[src/rtl/vga_timing_generator.sv]
// VGA 640x480@60 timing generator with one-pixel registered output stage.
// Optional build macro: VGA_TEST_PATTERN_EN enables a 16x16 checkerboard
// on pixel_out when test_mode=1; without it test_mode is accepted but ignored.

package vga_pkg;
    typedef struct packed {
        int unsigned pixel_x_bits;
        int unsigned pixel_y_bits;
    } vga_params_t;

    localparam vga_params_t VGA_PARAMS_DEFAULT = '{pixel_x_bits: 10, pixel_y_bits: 10};
endpackage

module vga_timing_generator #(
    parameter vga_pkg::vga_params_t params = vga_pkg::VGA_PARAMS_DEFAULT,
    parameter int H_VISIBLE = 640,
    parameter int H_FRONT   = 16,
    parameter int H_SYNC    = 96,
    parameter int H_BACK    = 48,
    parameter int V_VISIBLE = 480,
    parameter int V_FRONT   = 10,
    parameter int V_SYNC    = 2,
    parameter int V_BACK    = 33
) (
    input  logic                           clk,
    input  logic                           reset_n,
    input  logic                           pixel_en,
    output logic [params.pixel_x_bits-1:0] pixel_x_target_next,
    output logic [params.pixel_y_bits-1:0] pixel_y_target_next,
    input  logic                           pixel_value_next,
    output logic                           h_sync,
    output logic                           v_sync,
    output logic                           pixel_out,
    output logic                           video_active,
    output logic                           frame_start,
    input  logic                           test_mode
);

    localparam int H_TOTAL = H_VISIBLE + H_FRONT + H_SYNC + H_BACK;
    localparam int V_TOTAL = V_VISIBLE + V_FRONT + V_SYNC + V_BACK;

    localparam logic [10:0] H_LAST     = 11'(H_TOTAL - 1);
    localparam logic [10:0] V_LAST     = 11'(V_TOTAL - 1);
    localparam logic [10:0] H_VIS      = 11'(H_VISIBLE);
    localparam logic [10:0] V_VIS      = 11'(V_VISIBLE);
    localparam logic [10:0] HS_FIRST   = 11'(H_VISIBLE + H_FRONT);
    localparam logic [10:0] HS_LAST    = 11'(H_VISIBLE + H_FRONT + H_SYNC - 1);
    localparam logic [10:0] VS_FIRST   = 11'(V_VISIBLE + V_FRONT);
    localparam logic [10:0] VS_LAST    = 11'(V_VISIBLE + V_FRONT + V_SYNC - 1);

    logic [10:0] h_cnt;
    logic [10:0] v_cnt;

    logic h_wrap;
    logic frame_wrap;
    logic active_comb;
    logic hs_low_comb;
    logic vs_low_comb;
    logic pixel_comb;

`ifndef VGA_TEST_PATTERN_EN
    logic test_mode_unused;
    assign test_mode_unused = test_mode;
`endif

    // Coordinate requested from the decoder is the current counter position.
    assign pixel_x_target_next = h_cnt[params.pixel_x_bits-1:0];
    assign pixel_y_target_next = v_cnt[params.pixel_y_bits-1:0];

    // Decode the current counter position into region, sync and pixel values.
    always_comb begin
        h_wrap      = (h_cnt == H_LAST);
        frame_wrap  = h_wrap && (v_cnt == V_LAST);
        active_comb = (h_cnt < H_VIS) && (v_cnt < V_VIS);
        hs_low_comb = (h_cnt >= HS_FIRST) && (h_cnt <= HS_LAST);
        vs_low_comb = (v_cnt >= VS_FIRST) && (v_cnt <= VS_LAST);
        pixel_comb  = active_comb & pixel_value_next;
`ifdef VGA_TEST_PATTERN_EN
        if (test_mode) begin
            pixel_comb = active_comb & (h_cnt[4] ^ v_cnt[4]);
        end
`endif
    end

    // Horizontal/vertical position counters, advancing once per pixel strobe.
    always_ff @(posedge clk) begin
        if (!reset_n) begin
            h_cnt <= '0;
            v_cnt <= '0;
        end else if (pixel_en) begin
            if (h_wrap) begin
                h_cnt <= '0;
                if (v_cnt == V_LAST) begin
                    v_cnt <= '0;
                end else begin
                    v_cnt <= v_cnt + 11'd1;
                end
            end else begin
                h_cnt <= h_cnt + 11'd1;
            end
        end
    end

    // Registered video/sync outputs, one pixel behind the counter position.
    always_ff @(posedge clk) begin
        if (!reset_n) begin
            h_sync       <= 1'b1;
            v_sync       <= 1'b1;
            pixel_out    <= 1'b0;
            video_active <= 1'b0;
        end else if (pixel_en) begin
            h_sync       <= ~hs_low_comb;
            v_sync       <= ~vs_low_comb;
            pixel_out    <= pixel_comb;
            video_active <= active_comb;
        end
    end

    // Single-clock frame pulse; cleared on every clock that is not the wrap strobe.
    always_ff @(posedge clk) begin
        if (!reset_n) begin
            frame_start <= 1'b0;
        end else begin
            frame_start <= pixel_en & frame_wrap;
        end
    end

endmodule
[config.mk]
export PLATFORM = sky130hd
export DESIGN_NAME = vga_timing_generator
export DESIGN_NICKNAME = d
export VERILOG_FILES = /design/src/rtl/vga_timing_generator.sv
export SDC_FILE = /design/constraint.sdc
export NUM_CORES = 1
export LEC_CHECK = 0
export CORE_MARGIN = 1.5
export CORE_UTILIZATION = 45
export DETAILED_ROUTE_END_ITERATION = 12
export GPL_TIMING_DRIVEN = 0
export PLACE_DENSITY = 0.74
export SLEW_MARGIN = 15
export SYNTH_ARGS = -nofsm -noshare
export SYNTH_HDL_FRONTEND = slang
export SYNTH_SLANG_ARGS = --single-unit
[constraint.sdc]
create_clock -name clk -period 1.8 [get_ports clk]
set_input_delay 0.45 -clock clk [delete_from_list [all_inputs] [get_ports clk]]
set_output_delay 0.45 -clock clk [all_outputs]
set_load 0.005 [all_outputs]
==> qor.yml <==
power_frac_clock_pct: 29.3
hp-start: "pixel_en"
p_int_mw: 0.7151
ys_types: 46
firstDrtPassIters: 4
grt_pass1_vias: 1223
antenna_found_initial: 0
gp_congestion: 0.8026
cts_tree: "done"
final.setup_skew_ns: 0.01865
io_pins: 30
nNetsFinal: 234
antenna_cells: 0
synthCells: 177
crit_path_start: "h_cnt[2]"
p_leak_nw: 0.9471
cts_sinks: 27
synth_area_um2: 1538
rsz0062_at_grt: "true"
start_kind: "flip-flop"
crit_required_ns: 1.35
seq_area_frac_synth_pct: 35.15
synth.area.top_cells: "dfxtp_1 35%, buf_4 10%, nor2_1 4.6%, nand2_1 4.1%, xnor2_1 2.8%"
seqPwrFrac_pct: 62.5
min_path_type: "input pin to flip-flop"
ys_seq_elements: 27
syn_area_per_cell_um2: 8.688
synthToLayoutAreaGrowth_pct: 37.43
comb_power_share_pct: 8.2
grt_pass1_wl_mm: 5.409
final_max_slew_viol_count: 0
synth_common_cells: "27 x dfxtp_1, 21 x buf_4, 19 x nor2_1"
initial_core_util_pct: 46.45
layoutNonFillerInstCount: 271
drv_cap: 0
gr-usage-all-layers_pct: 18.96
yosysMostFrequentCell: "dfxtp_1"
yosysTopAreaCell: "dfxtp_1"
die_area_um2: 3777
clockRootBuffer: "clkbuf_4"
h-tree-depth: 1
port_buffers: 27
period_needed_ns: 1.789
antenna_left: 0
via_per_inst: 5.247
slew-limit-headroom_pct: 66.53
critical_path_class: "flip-flop to output port"
vdd_drop_max_mv: 0.3414
status: "completed"
drive_gt1_share_pct: 36.44
die_w_um: 61.46
grt_start_max_net_pins: 17
dp.cells: 250
final_hold_viol_count: 0
rows: 21
fillers: 292
setup_viol: 0
syn_nets: 185
clk_latency_ns: 0.34
synthFlopType: "dfxtp_1"
clkTransAtPathRegs_ns: 0.16
clock_path_buffers: 2
finalCritPeriodShare_pct: 99.38
place_area_um2: 1866
via_count: 1422
first_iter_violations: 35
cp-end-kind: "output port"
switching_share_pct: 24.54
path_max_fanout: 5
yosys_warnings: 0
setup_tns_ns: 0
fin_area_um2: 2113
cts_made_buffers: 3
fmax_mhz: 559.0
cp_data_arrival_time_ns: 1.34
drc: 0
synth_top_area_share_pct: 35.15
wl_mm: 3.460
dp_hpwl_mm: 2.420
wire_per_inst_um: 12.77
tightest_slew_ns: 0.4975
power.density_nw_per_um2: 448.4
hold_buffers: 0
grt_overflow_total: 0
die_h_um: 61.46
synth_edf_count: 0
final_util_pct: 63.83
async_flop_share_pct: 0
core-area_um2: 3311
worstReg2RegStart: "h_cnt[0]"
switching_power_mw: 0.2325
## power groups by stage
stage | logic, mW | clock network [mW] | registers, mW
after floorplan | 0.0381 | 0 | 0.625
after global placement | 0.0648 | 0 | 0.626
after detailed placement | 0.0663 | 0 | 0.626
after CTS | 0.0744 | 0.281 | 0.596
after global routing | 0.0861 | 0.306 | 0.594
final | 0.0773 | 0.278 | 0.593
## sequential cells by signal, summed over array words and instances (netlist names)
name and flops:
frame_start 1, h_cnt 11, h_sync 1, pixel_out 1
v_cnt 11, v_sync 1, video_active 1
## worst paths after layout
kind	endpoint	slack, ns	depth (start not counted)
hold / removal	h_cnt[0]	0.42	3
setup / recovery	pixel_x_target_next[2]	0.01	2
setup reg to reg	v_cnt[3]	0.02	6
hold reg to reg	pixel_out	0.49	2
## routing by layer
metal	up-vias	wire length (um)	share of wire [%]	global-route usage [%]
li1	714	-	-	-
met1	668	1482	43	23.91
met2	36	1819	53	33.13
met3	4	130	3.8	4.202
met4	0	27	0.78	4.255
met5	-	0	0	0
## logic make-up (layout without fill, tap and decap cells)
logic type | Yosys count | after routing | synth area share [%]
buffers and inverters | 32 | 80 | 15.21
multiplexers | 3 | 3 | 1.953
XOR/XNOR | 10 | 10 | 5.695
flip-flops | 27 | 27 | 35.15
adder cells (fa/ha/maj) | 3 | 3 | 2.441
AND/OR/NAND/NOR | 76 | 76 | 28.72
AO/OA/AOI/OAI | 26 | 26 | 10.82
## critical path, stage by stage (launching register included)
cell             delay [ns]
dfxtp_2                0.40
buf_4                  0.11
clkdlybuf4s50_1        0.48
## cell usage in the layout, fill, tap and decap left out, types with 2 or more instances in the layout
cell type,count
xor2_1,5
nand2_1,17
buf_6,2
ha_1,2
dfxtp_4,14
nor2_1,19
and3_1,2
buf_4,41
dfxtp_1,8
nand2b_1,2
clkdlybuf4s50_1,18
a31oi_1,2
mux2i_1,3
and4_2,2
o32ai_1,2
nor4_1,4
nand3_1,4
nor3_1,5
or4_4,2
dfxtp_2,5
o31ai_1,2
inv_1,6
dlymetal6s2s_1,7
clkbuf_4,3
xnor2_1,5
o21ai_0,5
a21oi_1,7
nand4_1,6
## per-stage QoR
step                power, mW  setup slack, ns  hold WS (ns)
floorplan              0.6632          0.06563        0.4600
global placement       0.6903          -0.2301        0.4559
detailed placement     0.6927          -0.2369        0.4760
CTS                    0.9511        0.0009558        0.4239
global route           0.9859         -0.05970        0.4354
finish                 0.9476          0.01117        0.4225
## final cells by class
class	instances	area, um^2	area share, %
plain buffers	26	211.5	10.01
multi-input cells	118	787.0	37.24
well taps	46	57.56	2.724
repair buffers	44	405.4	19.18
clock inverters	1	7.507	0.3552
clock buffers	3	22.52	1.066
flip-flops and latches	27	599.3	28.36
inverters	6	22.52	1.066
## repair_timing
item                                    in CTS  in global routing
gates resized for setup                     31                 17
setup buffers                                2                 15
pin swaps                                    0                  1
endpoints found under the setup margin      22                 22
No activity file was read; power rests on OpenSTA's default activity.
